## src/rtl/phase_readout_pkg.sv

```systemverilog
// Shared types and default sizing for the phase readout sequencer.
package phase_readout_pkg;

  typedef enum logic [2:0] {
    IDLE   = 3'd0,
    SETTLE = 3'd1,
    SAMPLE = 3'd2,
    DRAIN  = 3'd3,
    DONE   = 3'd4
  } state_t;

  localparam int DEF_PHASE_WIDTH  = 11;
  localparam int DEF_CODE_W       = 4;
  localparam int DEF_AVG_MAX_LOG2 = 4;
  localparam int DEF_ACC_W        = DEF_CODE_W + DEF_AVG_MAX_LOG2;
  localparam int DEF_SETTLE_W     = 8;

endpackage

```

## src/rtl/phase_therm_enc.sv

```systemverilog
// Thermometer-to-count encoder: popcount plus a check that the ones are
// contiguous from the LSB (all-zero counts as a clean code).
module phase_therm_enc
  import phase_readout_pkg::*;
#(
  parameter int PHASE_WIDTH = DEF_PHASE_WIDTH,
  parameter int CODE_W      = DEF_CODE_W
) (
  input  logic [PHASE_WIDTH-1:0] sample,
  output logic [CODE_W-1:0]      code,
  output logic                   bubble
);

  always_comb begin
    code   = '0;
    bubble = 1'b0;
    for (int i = 0; i < PHASE_WIDTH; i++) begin
      code = code + CODE_W'(sample[i]);
    end
    // A set bit sitting above a clear bit breaks the thermometer pattern.
    for (int i = 1; i < PHASE_WIDTH; i++) begin
      if (sample[i] && !sample[i-1]) bubble = 1'b1;
    end
  end

endmodule

```

## src/rtl/phase_readout_ctrl.sv

```systemverilog
// Measurement sequencer: settle, sample 2^L phase vectors, accumulate their
// thermometer counts and hand back a fixed-point average over valid/ready.
module phase_readout_ctrl
  import phase_readout_pkg::*;
#(
  parameter int PHASE_WIDTH  = DEF_PHASE_WIDTH,
  parameter int CODE_W       = DEF_CODE_W,
  parameter int AVG_MAX_LOG2 = DEF_AVG_MAX_LOG2,
  parameter int ACC_W        = CODE_W + AVG_MAX_LOG2,
  parameter int SETTLE_W     = DEF_SETTLE_W
) (
  input  logic                   clk,
  input  logic                   rst_n,
  input  logic                   start_i,
  input  logic                   abort_i,
  input  logic [SETTLE_W-1:0]    settle_cfg_i,
  input  logic [2:0]             avg_log2_i,
  input  logic [PHASE_WIDTH-1:0] phase_i,
  output logic                   enable_o,
  output logic                   busy_o,
  output logic [ACC_W-1:0]       result_o,
  output logic                   bubble_err_o,
  output logic                   valid_o,
  input  logic                   ready_i
);

  localparam int SMP_W = (AVG_MAX_LOG2 > 0) ? AVG_MAX_LOG2 : 1;

  state_t                 state;
  state_t                 state_nx;
  logic [SETTLE_W-1:0]    settle_cnt;
  logic [SMP_W-1:0]       smp_cnt;
  logic [2:0]             avg_l;
  logic [2:0]             avg_clamped;

  logic [PHASE_WIDTH-1:0] sample_p0;
  logic                   vld_p0;
  logic [CODE_W-1:0]      code_p0;
  logic                   bubble_p0;

  logic [ACC_W-1:0]       acc_p1;
  logic                   bubble_p1;
  logic [ACC_W-1:0]       acc_sum;
  logic                   bubble_sum;

  assign avg_clamped = (avg_log2_i > 3'(AVG_MAX_LOG2)) ? 3'(AVG_MAX_LOG2) : avg_log2_i;

  phase_therm_enc #(
    .PHASE_WIDTH (PHASE_WIDTH),
    .CODE_W      (CODE_W)
  ) u_enc (
    .sample (sample_p0),
    .code   (code_p0),
    .bubble (bubble_p0)
  );

  assign acc_sum    = acc_p1 + (vld_p0 ? ACC_W'(code_p0) : '0);
  assign bubble_sum = bubble_p1 | (vld_p0 & bubble_p0);

  always_comb begin
    state_nx = state;
    if (abort_i) begin
      state_nx = IDLE;
    end else begin
      case (state)
        IDLE:    if (start_i) state_nx = SETTLE;
        SETTLE:  if (settle_cnt == '0) state_nx = SAMPLE;
        SAMPLE:  if (smp_cnt == '0) state_nx = DRAIN;
        DRAIN:   state_nx = DONE;
        DONE:    if (ready_i) state_nx = IDLE;
        default: state_nx = IDLE;
      endcase
    end
  end

  always_ff @(posedge clk or negedge rst_n) begin
    if (!rst_n) begin
      state        <= IDLE;
      enable_o     <= 1'b0;
      busy_o       <= 1'b0;
      valid_o      <= 1'b0;
      result_o     <= '0;
      bubble_err_o <= 1'b0;
      settle_cnt   <= '0;
      smp_cnt      <= '0;
      avg_l        <= '0;
      sample_p0    <= '0;
      vld_p0       <= 1'b0;
      acc_p1       <= '0;
      bubble_p1    <= 1'b0;
    end else begin
      state    <= state_nx;
      enable_o <= (state_nx == SETTLE) || (state_nx == SAMPLE);
      busy_o   <= (state_nx != IDLE);
      valid_o  <= (state_nx == DONE);

      // Stage p0: capture the phase vector while sampling.
      vld_p0 <= (state == SAMPLE) && !abort_i;
      if (state == SAMPLE) sample_p0 <= phase_i;

      // Stage p1: fold the encoded count of the previous capture in.
      acc_p1    <= acc_sum;
      bubble_p1 <= bubble_sum;

      case (state)
        IDLE: begin
          if (start_i && !abort_i) begin
            settle_cnt <= settle_cfg_i;
            avg_l      <= avg_clamped;
            acc_p1     <= '0;
            bubble_p1  <= 1'b0;
          end
        end
        SETTLE: begin
          settle_cnt <= settle_cnt - 1'b1;
          if (settle_cnt == '0) smp_cnt <= SMP_W'((1 << avg_l) - 1);
        end
        SAMPLE: begin
          smp_cnt <= smp_cnt - 1'b1;
        end
        DRAIN: begin
          // Scale to AVG_MAX_LOG2 fractional bits so the format is fixed.
          if (!abort_i) begin
            result_o     <= acc_sum << (3'(AVG_MAX_LOG2) - avg_l);
            bubble_err_o <= bubble_sum;
          end
        end
        default: ;
      endcase
    end
  end

endmodule

```

## config.mk

```make
export PLATFORM = sky130hd
export DESIGN_NAME = phase_readout_ctrl
export DESIGN_NICKNAME = d
export VERILOG_FILES = /design/src/rtl/phase_readout_pkg.sv /design/src/rtl/phase_therm_enc.sv /design/src/rtl/phase_readout_ctrl.sv
export SDC_FILE = /design/constraint.sdc
export NUM_CORES = 1
export LEC_CHECK = 0
export ABC_AREA = 1
export BUFFER_PORTS_ARGS = -buffer_cell sky130_fd_sc_hd__buf_2
export CAP_MARGIN = 10
export CORE_UTILIZATION = 55
export CTS_CLUSTER_DIAMETER = 40
export DETAILED_ROUTE_END_ITERATION = 8
export GPL_TIMING_DRIVEN = 0
export PLACE_DENSITY = 0.78
export SLEW_MARGIN = 20
export SYNTH_ARGS = -nofsm -noshare
export SYNTH_HDL_FRONTEND = slang
export SYNTH_HIERARCHICAL = 1
export SYNTH_SLANG_ARGS = --single-unit
```

## constraint.sdc

```tcl
create_clock -name clk -period 5.48 [get_ports clk]
set_input_delay 0.274 -clock clk [delete_from_list [all_inputs] [get_ports clk]]
set_output_delay 0.274 -clock clk [all_outputs]
set_load 0.05 [all_outputs]
```

======== After elaboration in Yosys (flattened, before gate mapping) ========
Cells that the tools add are included.
cells by class
  add/sub/neg operators ................... 15
  multiply operators ...................... 0
  divide/modulo/power cells ............... 0
  $lt $le $gt $ge ......................... 1
  eq/ne operators ......................... 9
  shift operators ......................... 2
  muxes and demuxes ....................... 26
  bitwise logic cells ..................... 3
  reductions and logical operators ........ 34
operator list
  kind                                              count
  adder 4 x 1 -> 4 bit                              9
  two-way mux 8 bit                                 3
  two-way mux 3 bit                                 6
  one-hot mux 8 bit (2 select lines)                1
  one-hot mux 3 bit (5 select lines)                1
  logical AND 1 bit                                 12
  two-way mux 1 bit                                 12
  logical NOT 1 bit                                 11
  == test 3 x 2 -> 1 bit, second input constant     3
  adder 8 x 4 -> 8 bit                              1
  logical NOT 8 bit                                 1
  two-way mux 4 bit                                 2
  one-hot mux 4 bit (2 select lines)                1
  AND reduction 2 bit                               4
  << shifter 8 x 3 -> 8 bit                         1
  subtractor 8 x 1 -> 8 bit, second input constant  1
  == test 3 x 1 -> 1 bit, second input constant     2
  == test 3 bit, second input constant              2
  logical NOT 4 bit                                 1
  != test 2 bit, second input constant              2
  nonzero test 2 bit                                2
  << shifter 1 x 3 -> 4 bit, first input constant   1
  subtractor 4 x 1 -> 4 bit, second input constant  1
  subtractor 4 x 2 -> 4 bit, second input constant  1
  other kinds (9)                                   9
word-level totals
  register bits ........................... 51
  latch bits .............................. 0
  bits in writable memories ............... 0
  memory bits (read-only) ................. 0
  input port bits ......................... 27
  output and inout bits ................... 12
  logic and storage cells ................. 103
  memories kept ........................... 0

======== Longest topological paths before layout ========
  depth in word-level cells ............... 16
  gate-level depth with buffers ........... 21

======== Cells and area by module ========
The synthesis kept the hierarchy.
modules (own cells, without submodules)
  module              instances  cells each  area each (µm²)
  phase_readout_ctrl  1          350         2816.5
  phase_therm_enc     1          47          310.3

======== Worst setup path before layout ========
OpenSTA, ideal clock, no wires.
  kind .................................... register to register
  start point ............................. reg sample_p0[0]
  end point ............................... reg result_o[6]
  arrival ................................. 4.022 ns
  required time ........................... 5.362 ns
  slack ................................... 1.340 ns
  stages on the path, launching flop included .. 17
  path buffers ............................ 0
  cells stage by stage .................... dfrtp_1 > fa_1 > inv_1 > fa_1 > fa_1 > fa_1 > fa_1 > inv_1 > nand2_1 > inv_1 > fa_1 > xnor2_1 > o21ai_0 > o21ai_0 > a21oi_1 > nand2_1 > nand2_1
between the ends
  word-level cells in the longest chain between the ends .. 13
RTL lines
  item                               RTL line                   RTL
  start, declared                    phase_readout_ctrl.sv:36   logic [PHASE_WIDTH-1:0] sample_p0;
  start signal, assigned             phase_readout_ctrl.sv:99   if (state == SAMPLE) sample_p0 <= phase_i;
  adder 1 x 1 -> 2 bit               phase_therm_enc.sv:18      code = code + CODE_W'(sample[i]);
  adder 4 x 1 -> 4 bit (9 in a row)  phase_therm_enc.sv:18
  net code_p0[1]                     phase_readout_ctrl.sv:38   logic [CODE_W-1:0] code_p0;
  two-way mux 4 bit                  phase_readout_ctrl.sv:57   assign acc_sum = acc_p1 + (vld_p0 ? ACC_W'(code_p0) : '0);
  adder 8 x 4 -> 8 bit               phase_readout_ctrl.sv:57
  << shifter 8 x 3 -> 8 bit          phase_readout_ctrl.sv:124  result_o <= acc_sum << (3'(AVG_MAX_LOG2) - avg_l);
  end signal, assigned               phase_readout_ctrl.sv:124
  end, declared                      phase_readout_ctrl.sv:21   output logic [ACC_W-1:0] result_o,
The timed path passes the listed nets, and every way through them passes these cells.
A chain may end at the register's enable or synchronous reset.

======== Worst setup path in the final report ========
  start point ............................. reg sample_p0[1]
  end point ............................... reg result_o[6]
The elaborated chain is that of the path after synthesis.

==> qor.csv <==
stage;metric;value;unit
run_status;outcome;complete, but fails checks;
run_status;violations;negative hold slack;
timing;worst_slew_margin_rel;57.5;%
cts;cts_buffers;5;
place;globalplace.congestion;0.838;
timing;holdWs;-27.5;ps
synth;yosysSeqAreaShare;40.8;%
power_and_ir_drop;combPwrFrac;38.8;%
cts;cts_tree;built;
route;first_pass_iters;4;
place;dp_cells;507;
synth;synth.most_common_cell;nand2_1;
synth;synth_top_cell_by_area;dfrtp_1;
timing;slew_violations;0;
place;io_buffer_count;38;
global_route;grt_antenna_before_repair;0;
synth;synthSimpleGateAreaFrac;26.9;%
route;post_drt_wl_per_cell;11.8;µm
final_layout;nets;491;
global_route;met3_usage;3.41;%
power_and_ir_drop;swShare;38.2;%
synth;synth_edf_count;0;
global_route;grt_usage;22.7;%
synth;synthCells;397;
power_and_ir_drop;p_seq_share;39.9;%
synth;synth-async-reset-ratio;100;%
timing;tns;0;ps
route;vias;2637;
floorplan;dieArea;0.00599;mm²
power_and_ir_drop;p_clk_share;21.2;%
final_layout;area.growth.synth_to_final;12.6;%
final_layout;diodes;0;
synth;synth_xor_area_share;1.96;%
timing;timing.final.crit_period;4510;ps
synth;synth_compound_area_share;10.2;%
synth;ys_ff_latch;51;
cts;cts_root_buf;clkbuf_8;
floorplan;fp-row-count;27;
global_route;met2_usage;39.9;%
timing;finClkSkew;13.8;ps
min_path;hold_class;input pin to asynchronous set/reset pin;
cts;h-tree-depth;2;
critical_path;worstSetupPathType;flop to flop;
cts;clk_pin_slew;100;ps
synth;syn_area_per_cell;7.88;µm²
final_layout;finalNonFillerCells;515;
floorplan;core;0.00551;mm²
final_layout;multi_input_area;0.00156;mm²
global_route;grt_max_degree;52;
final_layout;drive_above_1_share;15.3;%
timing;rsz0062_at_grt;false;
synth;synth_common_cells;110 x nand2_1, 60 x inv_1, 51 x dfrtp_1;
synth;synth_warnings;6;
critical_path;crit_family;adder cells;
timing;setup_slack;969;ps
global_route;grt_first_pass_wirelength;11100;µm
synth;ys.flop_type;dfrtp_1;
timing;worstMarginPinSlew;637;ps
power_and_ir_drop;power.density;353;mW/mm²
global_route;busiest_layer;met2;
critical_path;max_stage_delay;520;ps
synth;synth_top_family_by_area;simple AND/OR/NAND/NOR gates;
cts;clock-sinks;51;
power_and_ir_drop;p_leak;1.94;nW
critical_path;arrival;4710;ps
cts;ctsResizeCount;0;
timing;max_freq;222;MHz
timing;finalCritPeriodShare;82.3;%
floorplan;start_util;56.8;%
synth;ys_types;35;
floorplan;dieWidth;77.4;µm
critical_path;worstPathCellList;fa_1 > inv_1 > fa_1 > fa_1 > fa_1 > fa_1 > inv_1 > nand2_1 > inv_1 > fa_1 > xnor2_1 > o21ai_0 > o21ai_0 > a21oi_1 > nand2_1 > nand2_1;
place;pre_cts_slack;1010;ps
power_and_ir_drop;total_power;1.24;mW
place;detailed_place_hpwl;4640;µm
power_and_ir_drop;ir_worst_vdd;200;µV
synth;synthMuxAreaShare;0;%
route;ant_nets;0;
global_route;grt_overflow;0;
timing;setup_violations;0;
critical_path;worstPathBufferInverterCount;3;
floorplan;die_h;77.4;µm
cts;cts_buffer_depth;2;
final_layout;fill_cells;488;
synth;yosys.area_share.adder;10.7;%
critical_path;cp_common_cell;fa_1;
critical_path;worstSetupStartpointType;flop;
critical_path;crit_slowest_cell;fa_1;
synth;synth_top_area_share;40.8;%
route;vias_per_cell;5.12;
critical_path;crit_fanout;4;
global_route;grt_pass1_vias;2598;
place;place_area;0.00341;mm²
synth;synth_area_leaders;dfrtp_1 41%, nand2_1 13%, inv_1 7.2%;
cts;postCtsSetupRepairBufs;0;
final_layout;ff_latch_area;0.00128;mm²
power_and_ir_drop;internal_power;769;µW
synth;syn-num-nets;446;
floorplan;boundaryPins;39;
route;wl;6060;µm
run;maxCapViolCount;0;
timing;finalHoldViolCount;37;
cts;clock_latency;310;ps
final_layout;fin_area;0.00352;mm²
critical_path;required;5680;ps
power_and_ir_drop;switchingPower;475;µW
route;drtIter0Drc;113;
route;drc;0;
cts;hold_buffers;0;
global_route;global_route.usage.met1;29.5;%
critical_path;endpoint_kind;flop;
synth;syn_area;0.00313;mm²
final_layout;post-route-util;64.0;%
-- layout by cell type, fill, tap and decap left out, drive strengths merged --
cell type / count
nand2: 116
inv: 67
dfrtp: 51
buf: 42
nand3: 39
nor2: 26
a21oi: 18
o21ai: 18
ha: 14
fa: 8
clkbuf: 7
xor2: 6
o211ai: 5
nand4: 3
nor3: 3
o221ai: 3
clkinv: 3
nand3b: 2
o41ai: 2
xnor2: 1
a31oi: 1
a22o: 1
a21o: 1
nor4: 1
o311ai: 1
a221oi: 1
o22ai: 1
or2: 1
bufinv: 1
-- cell type report --
class                      count  share of cell area, %
buffer                         6                  0.959
clock buffer                   5                   1.95
clock inverter                 3                   1.24
inverter                      68                   7.32
multi-input combinational    272                   44.3
sequential                    51                   36.2
tap                           72                   2.56
timing repair buffer          38                   5.47
-- power groups by stage --
| stage | registers (mW) | clock network, mW | logic, mW |
|---|---|---|---|
| 2_1_floorplan | 0.500 | 0 | 0.369 |
| 3_3_place_gp | 0.501 | 0 | 0.468 |
| 3_5_place_dp | 0.503 | 0 | 0.484 |
| 4_1_cts | 0.496 | 0.273 | 0.489 |
| 5_1_grt | 0.506 | 0.284 | 0.565 |
| 6_report | 0.497 | 0.264 | 0.483 |
-- final timing paths --
kind                                           from                  endpoint  cells after the start  slack [ps]
max                        sample_p0[1]$_DFFE_PN0P_   result_o[6]$_DFFE_PN0P_                     16         970
min in group clk                         phase_i[9]  sample_p0[9]$_DFFE_PN0P_                      3         150
max reg2reg                sample_p0[1]$_DFFE_PN0P_   result_o[6]$_DFFE_PN0P_                     16         970
max in group asynchronous                     rst_n  sample_p0[0]$_DFFE_PN0P_                      1        5070
min                                           rst_n    smp_cnt[3]$_DFFE_PN0P_                      1         -30
min reg2reg                 result_o[7]$_DFFE_PN0P_   result_o[7]$_DFFE_PN0P_                      2         480
-- per-layer routing --
metal | routed length, µm | share of wire [%]
met3 | 156 | 2.6
met2 | 3070 | 51
met1 | 2780 | 46
met4 | 61 | 1.0
met5 | 0 | 0
-- logic make-up after synthesis --
family                     Yosys count
and+or+nand+nor                    191
buffers and inverters               74
adders and majority gates           22
xor gates and xnor gates             7
DFF                                 51
AOI/OAI and AO/OA                   52
-- flip-flops by register name (all words and copies together), names as in the netlist --
register / flops
acc_p1: 8
avg_l: 3
bubble_err_o: 1
bubble_p1: 1
busy_o: 1
enable_o: 1
result_o: 8
sample_p0: 11
settle_cnt: 8
smp_cnt: 4
state: 3
valid_o: 1
vld_p0: 1
-- worst reg2reg max path, cell delays in order (launching register included) --
cell	delay (ps)
dfrtp_1	430
fa_1	510
inv_1	60
fa_1	520
fa_1	440
fa_1	430
fa_1	500
inv_1	40
nand2_1	50
inv_1	60
fa_1	420
xnor2_1	270
o21ai_0	150
o21ai_0	260
a21oi_1	110
nand2_1	80
nand2_1	60
No activity file was read; power rests on OpenSTA's default activity.
